$ cat src/rtl/matmul_pkg.sv
// rtl/matmul_pkg.sv - shared types and defaults for the matrix multiplier datapath
package matmul_pkg;

    localparam int DATA_W_DEFAULT = 32;

    localparam logic [1:0] ST_IDLE_ENC   = 2'd0;
    localparam logic [1:0] ST_WAIT_ENC   = 2'd1;
    localparam logic [1:0] ST_STREAM_ENC = 2'd2;
    localparam logic [1:0] ST_FLUSH_ENC  = 2'd3;

    typedef enum logic [1:0] {
        ST_IDLE   = ST_IDLE_ENC,
        ST_WAIT   = ST_WAIT_ENC,
        ST_STREAM = ST_STREAM_ENC,
        ST_FLUSH  = ST_FLUSH_ENC
    } state_t;

endpackage

$ cat src/rtl/mat_index_counter.sv
// rtl/mat_index_counter.sv - row-major (row, col) counter over an N x N matrix
module mat_index_counter #(
    parameter int N     = 4,
    parameter int N_LEN = $clog2(N)
) (
    input  logic             clk,
    input  logic             rst_n,
    input  logic             clr_i,
    input  logic             en_i,
    output logic [N_LEN-1:0] row_o,
    output logic [N_LEN-1:0] col_o,
    output logic             tc_o
);

    localparam logic [N_LEN-1:0] LAST = N_LEN'(N - 1);

    logic [N_LEN-1:0] row_q;
    logic [N_LEN-1:0] col_q;

    // Advancing past the terminal element wraps to (0, 0) so an idle counter rests at origin.
    always_ff @(posedge clk or negedge rst_n) begin
        if (!rst_n) begin
            row_q <= '0;
            col_q <= '0;
        end else if (clr_i) begin
            row_q <= '0;
            col_q <= '0;
        end else if (en_i) begin
            if (col_q == LAST) begin
                col_q <= '0;
                row_q <= (row_q == LAST) ? '0 : row_q + N_LEN'(1);
            end else begin
                col_q <= col_q + N_LEN'(1);
            end
        end
    end

    assign row_o = row_q;
    assign col_o = col_q;
    assign tc_o  = (row_q == LAST) && (col_q == LAST);

endmodule

$ cat src/rtl/matrix_result_streamer.sv
// rtl/matrix_result_streamer.sv - drains the N x N result matrix as a valid/ready stream
module matrix_result_streamer
    import matmul_pkg::*;
#(
    parameter int N      = 4,
    parameter int DATA_W = DATA_W_DEFAULT,
    parameter int N_LEN  = $clog2(N)
) (
    input  logic              clk,
    input  logic              rst,
    input  logic              start,
    input  logic              mul_done,
    output logic [N_LEN-1:0]  rd_i,
    output logic [N_LEN-1:0]  rd_j,
    input  logic [DATA_W-1:0] rd_data,
    output logic              m_valid,
    input  logic              m_ready,
    output logic [DATA_W-1:0] m_data,
    output logic              m_last,
    output logic              busy,
    output logic              frame_done,
    output logic [DATA_W-1:0] checksum,
    output logic              err
);

    state_t            state_q;
    logic [DATA_W-1:0] m_data_q;
    logic              m_valid_q;
    logic              m_last_q;
    logic              busy_q;
    logic              frame_done_q;
    logic [DATA_W-1:0] checksum_q;
    logic              err_q;
    logic              mul_done_q;

    logic accept;
    logic load;
    logic cnt_clr;
    logic tc;

    assign accept  = m_valid_q & m_ready;
    // The output register refills whenever it is empty or being drained this cycle.
    assign load    = (state_q == ST_STREAM) & (~m_valid_q | m_ready);
    assign cnt_clr = (state_q == ST_IDLE) & start;

    mat_index_counter #(
        .N     (N),
        .N_LEN (N_LEN)
    ) u_index (
        .clk   (clk),
        .rst_n (rst),
        .clr_i (cnt_clr),
        .en_i  (load),
        .row_o (rd_i),
        .col_o (rd_j),
        .tc_o  (tc)
    );

    always_ff @(posedge clk or negedge rst) begin
        if (!rst) begin
            state_q      <= ST_IDLE;
            m_data_q     <= '0;
            m_valid_q    <= 1'b0;
            m_last_q     <= 1'b0;
            busy_q       <= 1'b0;
            frame_done_q <= 1'b0;
            checksum_q   <= '0;
            err_q        <= 1'b0;
            mul_done_q   <= 1'b0;
        end else begin
            frame_done_q <= 1'b0;
            mul_done_q   <= mul_done;
            if (accept) begin
                checksum_q <= checksum_q ^ m_data_q;
            end
            if ((state_q == ST_STREAM || state_q == ST_FLUSH) && mul_done_q && !mul_done) begin
                err_q <= 1'b1;
            end
            case (state_q)
                ST_IDLE: begin
                    if (start) begin
                        state_q    <= ST_WAIT;
                        checksum_q <= '0;
                        err_q      <= 1'b0;
                        busy_q     <= 1'b1;
                    end
                end
                ST_WAIT: begin
                    if (mul_done) begin
                        state_q <= ST_STREAM;
                    end
                end
                ST_STREAM: begin
                    if (load) begin
                        m_data_q  <= rd_data;
                        m_valid_q <= 1'b1;
                        m_last_q  <= tc;
                        if (tc) begin
                            state_q <= ST_FLUSH;
                        end
                    end
                end
                ST_FLUSH: begin
                    if (accept) begin
                        m_valid_q    <= 1'b0;
                        m_last_q     <= 1'b0;
                        busy_q       <= 1'b0;
                        frame_done_q <= 1'b1;
                        state_q      <= ST_IDLE;
                    end
                end
                default: state_q <= ST_IDLE;
            endcase
        end
    end

    assign m_data     = m_data_q;
    assign m_valid    = m_valid_q;
    assign m_last     = m_last_q;
    assign busy       = busy_q;
    assign frame_done = frame_done_q;
    assign checksum   = checksum_q;
    assign err        = err_q;

endmodule

$ cat config.mk
export PLATFORM = sky130hd
export DESIGN_NAME = matrix_result_streamer
export DESIGN_NICKNAME = d
export VERILOG_FILES = /design/src/rtl/matmul_pkg.sv /design/src/rtl/mat_index_counter.sv /design/src/rtl/matrix_result_streamer.sv
export SDC_FILE = /design/constraint.sdc
export NUM_CORES = 1
export LEC_CHECK = 0
export ABC_AREA = 1
export ABC_CLOCK_PERIOD_IN_PS = 2800
export CAP_MARGIN = 10
export CORE_MARGIN = 3
export CORE_UTILIZATION = 49
export CTS_CLUSTER_SIZE = 40
export DETAILED_ROUTE_END_ITERATION = 10
export PLACE_DENSITY = 0.9
export SETUP_SLACK_MARGIN = 0.5
export SLEW_MARGIN = 40
export SYNTH_ARGS = -nofsm -noshare
export SYNTH_HDL_FRONTEND = slang
export SYNTH_SLANG_ARGS = --single-unit
export TNS_END_PERCENT = 100
$ cat constraint.sdc
create_clock -name clk -period 2.8 [get_ports clk]
set_clock_uncertainty 0.1 [all_clocks]
set_input_delay 0.56 -clock clk [delete_from_list [all_inputs] [get_ports clk]]
set_output_delay 0.56 -clock clk [all_outputs]
set_load 0.02 [all_outputs]
==> flow_metrics.env, run 1 <==
export IMPL_status="completed"
export IMPL_timing_critical_path_cells="clkdlybuf4s50_1"
export IMPL_synth_top_area_cell="sky130_fd_sc_hd__dfrtp_1"
export IMPL_slew_headroom_pct=55.5
export IMPL_syn_instance_count=363
export IMPL_detail_route_vias_per_cell=4.96
export IMPL_part_of_the_total_power_dissipated_in_sequential_elements_pct=51.5
export IMPL_tns_setup_ns=0
export IMPL_clock_path_buffers=2
export IMPL_synth_cells_most_frequent="135 x sky130_fd_sc_hd__nand2_1, 76 x sky130_fd_sc_hd__dfrtp_1, 36 x sky130_fd_sc_hd__nor2_1"
export IMPL_netSwitchingPower_mw=0.502
export IMPL_crit_path_max_incr_delay_ns=0.68
export IMPL_final_min_period_over_clock_period_pct=78.4
export IMPL_critPathBufInv=1
export IMPL_core_um2=6420
export IMPL_path_class="reg -> out"
export IMPL_number_of_hold_violations_in_the_final_report=0
export IMPL_cts_hold_buffers_added=0
export IMPL_clkTransAtPathRegs_ns=0.08
export IMPL_nets=519
export IMPL_rsz0062_at_grt="false"
export IMPL_synth_sequential_area_ratio_pct=57.6
export IMPL_synth_top_flop_cell="sky130_fd_sc_hd__dfrtp_1"
export IMPL_postCtsResizedCells=0
export IMPL_antenna_found_initial=0
export IMPL_vias=2763
export IMPL_via_count_of_the_first_global_routing_pass=2874
export IMPL_cts_made_buffers=9
export IMPL_cp_required_ns=2.14
export IMPL_areaGrowthSynthToFinish_pct=41.4
export IMPL_chipWidth_um=88.1
export IMPL_gr_usage_all_layers_pct=21.9
export IMPL_final_cell_count_no_fill=557
export IMPL_cts_root_buffer_cell="sky130_fd_sc_hd__clkbuf_8"
export IMPL_worst_vdd_drop_uv=417
export IMPL_place_inst=541
export IMPL_die_area_um2=7760
export IMPL_synth_area_top_cells="sky130_fd_sc_hd__dfrtp_1 58%, sky130_fd_sc_hd__nand2_1 15%, sky130_fd_sc_hd__xor2_1 7.2%, sky130_fd_sc_hd__nor2_1 4.1%, sky130_fd_sc_hd__ha_1 2.7%"
export IMPL_detailedPlacementHpwl_mm=5.79
export IMPL_tightestPinTransition_ns=0.667
export IMPL_drv_max_cap_violation_count=0
export IMPL_yosys_cell_types_count=21
export IMPL_p_comb_share_pct=8.0
export IMPL_timing_final_setup_violations=0
export IMPL_post_drt_wl_per_cell_um=14.6
export IMPL_drive_gt1_share_pct=7.50
export IMPL_critical_path_peak_fanout=6
export IMPL_timing_critical_path_arrival_ns=1.53
export IMPL_achievable_frequency_mhz=456
export IMPL_finalWeightedCongestion=0.789
export IMPL_detail_route_wirelength_mm=8.13
export IMPL_internal_power_mw=1.72
export IMPL_min_path_type="in -> async"
export IMPL_yosysMostFrequentCell="sky130_fd_sc_hd__nand2_1"
export IMPL_worst_path_dominant_cell_family="buffers and inverters"
export IMPL_synthesized_area_per_cell_um2=9.09
export IMPL_io_buffers=109
export IMPL_layout_core_utilization_pct=72.7
export IMPL_drt_first_pass_iters=5
export IMPL_power_leakage_nw=2.32
export IMPL_slowest_stage="sky130_fd_sc_hd__clkdlybuf4s50_1"
export IMPL_post_synthesis_net_count=407
export IMPL_edff_count_synth=0
export IMPL_post_route_min_period_ns=2.19
export IMPL_startpoint_type="register"
export IMPL_drt_iter0_drc=134
export IMPL_post_cts_buffers=0
export IMPL_synth_top_cell_area_share_pct=57.6
export IMPL_clk_latency_ns=0.34
export IMPL_h_tree_depth=3
export IMPL_netlist_area_um2=3300
export IMPL_num_fill_cells=443
export IMPL_num_antenna_cells=0
export IMPL_ys_ff_latch=76
export IMPL_start_util_pct=51.4
export IMPL_power_share_clock_pct=40.5
export IMPL_cts_tree="built"
export IMPL_grt_first_pass_wirelength_mm=13.1
export IMPL_numClockSinks=76
export IMPL_synth_warning_count=0
export IMPL_maximum_number_of_pins_on_one_net_before_global_route_repair=77
export IMPL_timing_critical_path_to_type="output port"
export IMPL_die_height_um=88.1
export IMPL_power_switching_fraction_pct=22.6
export IMPL_gr_total_overflow=0
export IMPL_num_rows=29
export IMPL_postSynth_asyncResetShare_pct=100
export IMPL_route_antenna_remaining_nets=0
export IMPL_floorplan_io_pins=110
export IMPL_pwr_density_cell_nw_per_um2=475
export IMPL_p_total_mw=2.22
export IMPL_route_detailed_drc=0
export IMPL_drv_slew=0
## registers in the layout, indices dropped and copies added, names as in the netlist
signal / cells
checksum: 32
m_data: 32
state_q: 2
u_index.col_o: 2
u_index.row_o: 2
busy: 1
err: 1
frame_done: 1
m_last: 1
m_valid: 1
mul_done_q: 1
## per-layer routing
| layer | wire length, µm | GRT usage (%) | vias up | part of all wire (%) |
|---|---|---|---|---|
| met2 | 4080 | 36.5 | 97 | 50 |
| li1 | - | - | 1331 | - |
| met5 | 0 | 0 | - | 0 |
| met3 | 439 | 4.99 | 12 | 5.4 |
| met4 | 146 | 8.79 | 0 | 1.8 |
| met1 | 3470 | 27.6 | 1323 | 43 |
## power by group through the flow
stage          clock, mW  sequential (mW)  combinational [mW]
6_report           0.899             1.14               0.177
5_1_grt            0.961             1.15               0.191
4_1_cts            0.914             1.14               0.180
3_5_place_dp           0             1.16               0.179
3_3_place_gp           0             1.16               0.176
2_1_floorplan          0             1.19              0.0205
## worst paths after layout
path                             from  slack (ns)  depth (start not counted)           end
min in group clk               m_last        0.41                          2        m_last
hold / removal                    rst        0.12                          1  checksum[30]
setup reg to reg           state_q[0]        0.90                          7     m_data[6]
max in group asynchronous         rst        2.02                          1    m_data[19]
setup / recovery              m_valid        0.61                          1       m_valid
hold reg to reg                m_last        0.41                          2        m_last
## cells by family (layout without fill, tap and decap cells)
family                   count (synthesis)  in the layout  share of synthesized area (%)
AND/OR/NAND/NOR                        198            198                           24.1
flip-flops                              76             76                           57.6
buffers and inverters                   37            154                           5.42
XOR/XNOR                                27             27                           7.16
AO/OA/AOI/OAI                           18             18                           3.03
adder cells (fa/ha/maj)                  7              7                           2.65
## cell type report
class | instances | area [µm²] | area share (%)
clock buffers | 10 | 128 | 2.73
clock inverters | 6 | 88.8 | 1.90
inverters | 23 | 88.8 | 1.90
multi-input cells | 250 | 1230 | 26.3
flip-flops and latches | 76 | 1900 | 40.7
well taps | 77 | 96.3 | 2.06
repair buffers | 115 | 1140 | 24.4
## placed cells by master (no fill, tap or decap), drive strengths merged
master,instances
nand2,146
clkdlybuf4s50,108
dfrtp,76
nor2,36
xor2,27
inv,23
o21ai,14
clkbuf,10
nand3,7
ha,7
buf,7
nor3,5
nand4,3
o21bai,2
bufinv,2
clkinvlp,2
clkinv,2
a31oi,1
a21oi,1
or2,1
## stage by stage
stage               cell area, µm²  hold WS, ns  setup WS (ns)
floorplan                     3300        0.164           1.35
global placement              4450        0.376          0.588
detailed placement            4450        0.392          0.541
CTS                           4670        0.154          0.600
global route                  4670        0.173          0.573
finish                        4670        0.125          0.605
No activity file was read; power rests on OpenSTA's default activity.
==> run 2: changes to the inputs <==
Settings changed: ABC_CLOCK_PERIOD_IN_PS 2800 to 2300, CORE_UTILIZATION 49 to 46, PLACE_DENSITY 0.9 to 0.85.
Clock period 2.8 ns to 2.3 ns, I/O delays scaled along.
==> flow_metrics.env, run 2 (synthesis results as in run 1) <==
export IMPL_final_min_period_over_clock_period_pct=75.9
export IMPL_drt_iter0_drc=164
export IMPL_nets=520
export IMPL_final_setup_worst_slack_ns=0.555
export IMPL_worst_r2r_cell_count=7
export IMPL_crit_path_max_incr_delay_ns=0.48
export IMPL_floorplan_io_pins=110
export IMPL_clkTransAtPathRegs_ns=0.07
export IMPL_clk_latency_ns=0.34
export IMPL_core_um2=6870
export IMPL_post_route_min_period_ns=1.74
export IMPL_timing_critical_path_arrival_ns=1.18
export IMPL_route_antenna_remaining_nets=0
export IMPL_path_class="reg -> out"
export IMPL_slowest_stage="sky130_fd_sc_hd__dfrtp_1"
export IMPL_die_area_um2=8230
export IMPL_start_util_pct=48.1
export IMPL_grt_first_pass_wirelength_mm=13.5
export IMPL_detail_route_wirelength_mm=7.99
export IMPL_critPathBufInv=1
export IMPL_critical_path_depth=1
export IMPL_cts_tree="built"
export IMPL_number_of_hold_violations_in_the_final_report=0
export IMPL_timing_critical_path_cells="clkdlybuf4s15_1"
export IMPL_status="completed"
export IMPL_antenna_found_initial=0
export IMPL_worst_vdd_drop_uv=460
export IMPL_h_tree_depth=3
export IMPL_slew_headroom_pct=68.1
export IMPL_route_detailed_drc=0
export IMPL_startpoint_type="register"
export IMPL_gr_usage_all_layers_pct=20.4
export IMPL_maximum_number_of_pins_on_one_net_before_global_route_repair=41
export IMPL_drt_first_pass_iters=4
export IMPL_min_path_type="reg -> reg"
export IMPL_num_antenna_cells=0
export IMPL_detailedPlacementHpwl_mm=5.84
export IMPL_min_path_cells=2
export IMPL_post_cts_buffers=0
export IMPL_preCtsSetupSlack_ns=0.250
export IMPL_achievable_frequency_mhz=573
export IMPL_tightestPinTransition_ns=0.479
export IMPL_cp_required_ns=1.74
export IMPL_timing_final_setup_violations=0
export IMPL_cts_root_buffer_cell="sky130_fd_sc_hd__clkbuf_8"
export IMPL_tns_setup_ns=0
export IMPL_chipWidth_um=90.7
export IMPL_num_rows=30
export IMPL_detail_route_vias_per_cell=4.76
export IMPL_areaGrowthSynthToFinish_pct=39.7
export IMPL_io_buffers=109
export IMPL_vias=2744
export IMPL_gr_total_overflow=0
export IMPL_drv_slew=0
export IMPL_timing_critical_path_to_type="output port"
export IMPL_clock_path_buffers=2
export IMPL_post_drt_wl_per_cell_um=13.8
export IMPL_finalWeightedCongestion=0.769
export IMPL_rsz0062_at_grt="true"
export IMPL_worst_path_dominant_cell_family="flip-flops"
export IMPL_drive_gt1_share_pct=7.69
export IMPL_drv_max_cap_violation_count=0
export IMPL_cts_made_buffers=9
export IMPL_critical_path_peak_fanout=6
export IMPL_die_height_um=90.7
export IMPL_via_count_of_the_first_global_routing_pass=2812
export IMPL_final_cell_count_no_fill=577
export IMPL_final_cell_mix="135 x sky130_fd_sc_hd__nand2_1, 76 x sky130_fd_sc_hd__dfrtp_1, 72 x sky130_fd_sc_hd__dlygate4sd2_1"
export IMPL_power_leakage_nw=2.52
export IMPL_place_inst=560
export IMPL_mostFrequentLayoutCell="sky130_fd_sc_hd__nand2_1"
export IMPL_pwr_density_cell_nw_per_um2=556
export IMPL_numClockSinks=76
run 2: changes by cell type in the layout (fill, tap and decap cells not counted), moves of 2 or more:
cell                              before  now
sky130_fd_sc_hd__clkinv_2              1    4
sky130_fd_sc_hd__dlygate4sd2_1         0   72
sky130_fd_sc_hd__buf_12                0    2
sky130_fd_sc_hd__clkdlybuf4s50_1     108   35
sky130_fd_sc_hd__clkinvlp_4            2    0
run 2: area by class of cell:
cell class	count	area, µm²
multi-input combinational	250	1230
tap	96	120
clock buffer	9	124
clock inverter	7	67.6
timing repair buffer	116	1080
inverter	23	91.3
fill	575	2260
sequential	76	1900
run 2: tightest hold or removal path, stage by stage, from the launching register on:
cell	delay [ns]
sky130_fd_sc_hd__dfrtp_1	0.36
sky130_fd_sc_hd__nand2_1	0.06
sky130_fd_sc_hd__nand2_1	0.06
run 2: routing by layer:
metal	part of all wire, %	vias to the layer above	global-route usage (%)
li1	-	1332	-
met1	41	1293	24.7
met2	51	100	34.6
met3	5.8	19	5.25
met4	2.4	0	8.29
met5	0	-	0
run 2: per-stage QoR:
stage                     hold WS [ns]  area, µm²  util [%]  power [mW]
final                            0.402       4610      67.1        2.56
after detailed placement         0.355       4500      65.5        1.64
after global routing             0.434       4610      67.1        2.66
after CTS                        0.407       4610      67.1        2.58
after global placement           0.350       4500      65.5        1.63
after floorplan                 0.0644       3300         -        1.47
run 2: worst paths after layout:
path,start,end,slack [ns]
setup / recovery,m_valid,m_valid,0.56
hold / removal,m_data[14],m_data[14],0.40
setup reg to reg,state_q[0],m_last,0.61
hold reg to reg,m_data[14],m_data[14],0.40
max in group asynchronous,rst,m_data[2],0.99
min in group asynchronous,rst,checksum[15],0.52
run 2: what timing repair did:
action / 4_1_cts / 5_1_grt
hold endpoints to repair: 36 / 0
endpoints found under the setup margin: 73 / 3
gates resized for setup: 73 / 2
hold buffers: 1 / 0
gates cloned: 0 / 0
pin swaps: 0 / 0
run 2: power breakdown:
part	switching [mW]	leakage (nW)	total, mW	internal (mW)
Sequential	0.0237	0.939	1.39	1.36
Clock	0.479	0.103	0.976	0.497
Combinational	0.102	1.48	0.199	0.0965
Total	0.604	2.52	2.56	1.96
==> run 3: changes to the inputs <==
Settings changed: ABC_CLOCK_PERIOD_IN_PS 2300 to 1600, CORE_UTILIZATION 46 to 41, PLACE_DENSITY 0.85 to 0.81.
Clock period 2.3 ns to 1.6 ns, I/O delays scaled along.
==> flow_metrics.env, run 3 (synthesis results as in run 1) <==
export IMPL_start_util_pct=42.5
export IMPL_rr_startpoint="state_q[0]"
export IMPL_min_path_type="in -> reg"
export IMPL_number_of_hold_violations_in_the_final_report=0
export IMPL_slew_headroom_pct=82.2
export IMPL_final_min_period_over_clock_period_pct=90.4
export IMPL_numClockSinks=76
export IMPL_floorplan_io_pins=110
export IMPL_grt_first_pass_wirelength_mm=15.6
export IMPL_layout_core_utilization_pct=76.0
export IMPL_maximum_number_of_pins_on_one_net_before_global_route_repair=39
export IMPL_gr_total_overflow=0
export IMPL_rsz0062_at_grt="true"
export IMPL_num_rows=32
export IMPL_power_leakage_nw=3.05
export IMPL_clkTransAtPathRegs_ns=0.07
export IMPL_drive_gt1_share_pct=44.6
export IMPL_h_tree_depth=3
export IMPL_critPathBufInv=4
export IMPL_hold_path_startpoint="mul_done"
export IMPL_timing_final_setup_violations=0
export IMPL_chipWidth_um=95.7
export IMPL_slowest_stage="sky130_fd_sc_hd__dfrtp_1"
export IMPL_detail_route_vias_per_cell=4.89
export IMPL_num_antenna_cells=0
export IMPL_final_cell_count_no_fill=680
export IMPL_path_class="reg -> reg"
export IMPL_drv_max_cap_violation_count=0
export IMPL_num_fill_cells=491
export IMPL_cp_required_ns=1.73
export IMPL_die_height_um=95.7
export IMPL_vias=3323
export IMPL_worst_r2r_cell_count=8
export IMPL_critPathMostFrequentCell="sky130_fd_sc_hd__nand2_1"
export IMPL_post_route_min_period_ns=1.45
export IMPL_cts_root_buffer_cell="sky130_fd_sc_hd__clkbuf_8"
export IMPL_tightestPinTransition_ns=0.266
export IMPL_finalWeightedCongestion=0.856
export IMPL_detailedPlacementHpwl_mm=6.17
export IMPL_place_inst=573
export IMPL_final_cell_mix="118 x sky130_fd_sc_hd__nand2_1, 88 x sky130_fd_sc_hd__buf_4, 77 x sky130_fd_sc_hd__buf_6"
export IMPL_detail_route_wirelength_mm=11.2
export IMPL_post_drt_wl_per_cell_um=16.4
export IMPL_tns_setup_ns=0
export IMPL_nets=617
export IMPL_startpoint_type="register"
export IMPL_min_to="mul_done_q"
export IMPL_final_setup_worst_slack_ns=0.153
export IMPL_status="completed"
export IMPL_crit_path_max_incr_delay_ns=0.38
export IMPL_antenna_found_initial=0
export IMPL_achievable_frequency_mhz=691
export IMPL_timing_reg2reg_setup_slack_ns=0.15
export IMPL_die_area_um2=9160
export IMPL_area_sequential_um2=1910
export IMPL_via_count_of_the_first_global_routing_pass=3238
export IMPL_pwr_density_cell_nw_per_um2=655
export IMPL_preCtsSetupSlack_ns=-0.151
export IMPL_timing_critical_path_to_type="register"
export IMPL_drt_first_pass_iters=7
export IMPL_drt_iter0_drc=196
export IMPL_mostFrequentLayoutCell="sky130_fd_sc_hd__nand2_1"
export IMPL_cts_made_buffers=9
export IMPL_worst_vdd_drop_uv=386
export IMPL_cts_tree="built"
export IMPL_io_buffers=109
export IMPL_drv_slew=0
export IMPL_core_um2=7770
export IMPL_route_detailed_drc=0
export IMPL_areaGrowthSynthToFinish_pct=78.9
export IMPL_worst_path_dominant_cell_family="buffers and inverters"
export IMPL_critical_path_peak_fanout=8
export IMPL_crit_reg2reg_capture="busy"
export IMPL_clock_path_buffers=2
export IMPL_multiInputGateArea_um2=1440
export IMPL_route_antenna_remaining_nets=0
export IMPL_clk_latency_ns=0.35
export IMPL_min_path_cells=1
export IMPL_timing_critical_path_arrival_ns=1.58
export IMPL_timing_critical_path_cells="inv_2 > buf_4 > ha_4 > nand2_8 > clkinv_8 > buf_12 > nand2_1 > nand2_1"
export IMPL_gr_usage_all_layers_pct=22.5
## run 3: what timing repair did
action / in CTS / in global routing
endpoints found under the hold margin: 76 / 0
setup endpoints to repair: 148 / 148
pin swaps: 1 / 9
buffers inserted: 58 / 27
resized for setup: 451 / 53
gates cloned: 1 / 4
hold buffers: 1 / 0
## run 3: metrics by stage
stage	instance area (µm²)	hold slack (ns)	total power, mW
6_report	5900	0.349	3.86
4_1_cts	5460	0.329	3.85
5_1_grt	5900	0.337	4.02
2_1_floorplan	3430	-0.0756	2.12
3_3_place_gp	4660	0.216	2.36
3_5_place_dp	4660	0.214	2.36
## run 3: routing by layer
layer | vias to the layer above | global-route usage [%] | share of wire (%)
met1 | 1611 | 25.4 | 37
met2 | 146 | 39.4 | 53
met3 | 37 | 5.08 | 5.8
met5 | - | 0 | 0
met4 | 0 | 12.0 | 4.0
li1 | 1529 | - | -
## run 3: final cells by class
class	count	area share, %
Inverter	23	1.97
Clock inverter	7	1.14
Timing Repair Buffer	213	36.0
Tap cell	102	2.16
Sequential cell	76	32.3
Multi-Input combinational cell	250	24.3
Clock buffer	9	2.10
## run 3: worst max-delay path by stage
| stage | from | to | depth (start not counted) |
|---|---|---|---|
| finish | state_q[0] | busy | 8 |
| CTS | state_q[0] | state_q[0] | 6 |
| detailed placement | m_ready | checksum[25] | 6 |
| global placement | m_ready | checksum[14] | 6 |
| global route | state_q[0] | u_index.col_o[0] | 8 |
| floorplan | state_q[0] | m_data[10] | 7 |
## run 3: where the power goes
| part | leakage, nW | internal, mW | total [mW] | switching [mW] |
|---|---|---|---|---|
| sequential | 0.936 | 1.96 | 2.00 | 0.0357 |
| combinational | 2.02 | 0.238 | 0.435 | 0.197 |
| clock | 0.0910 | 0.711 | 1.43 | 0.721 |
| total | 3.05 | 2.91 | 3.86 | 0.953 |
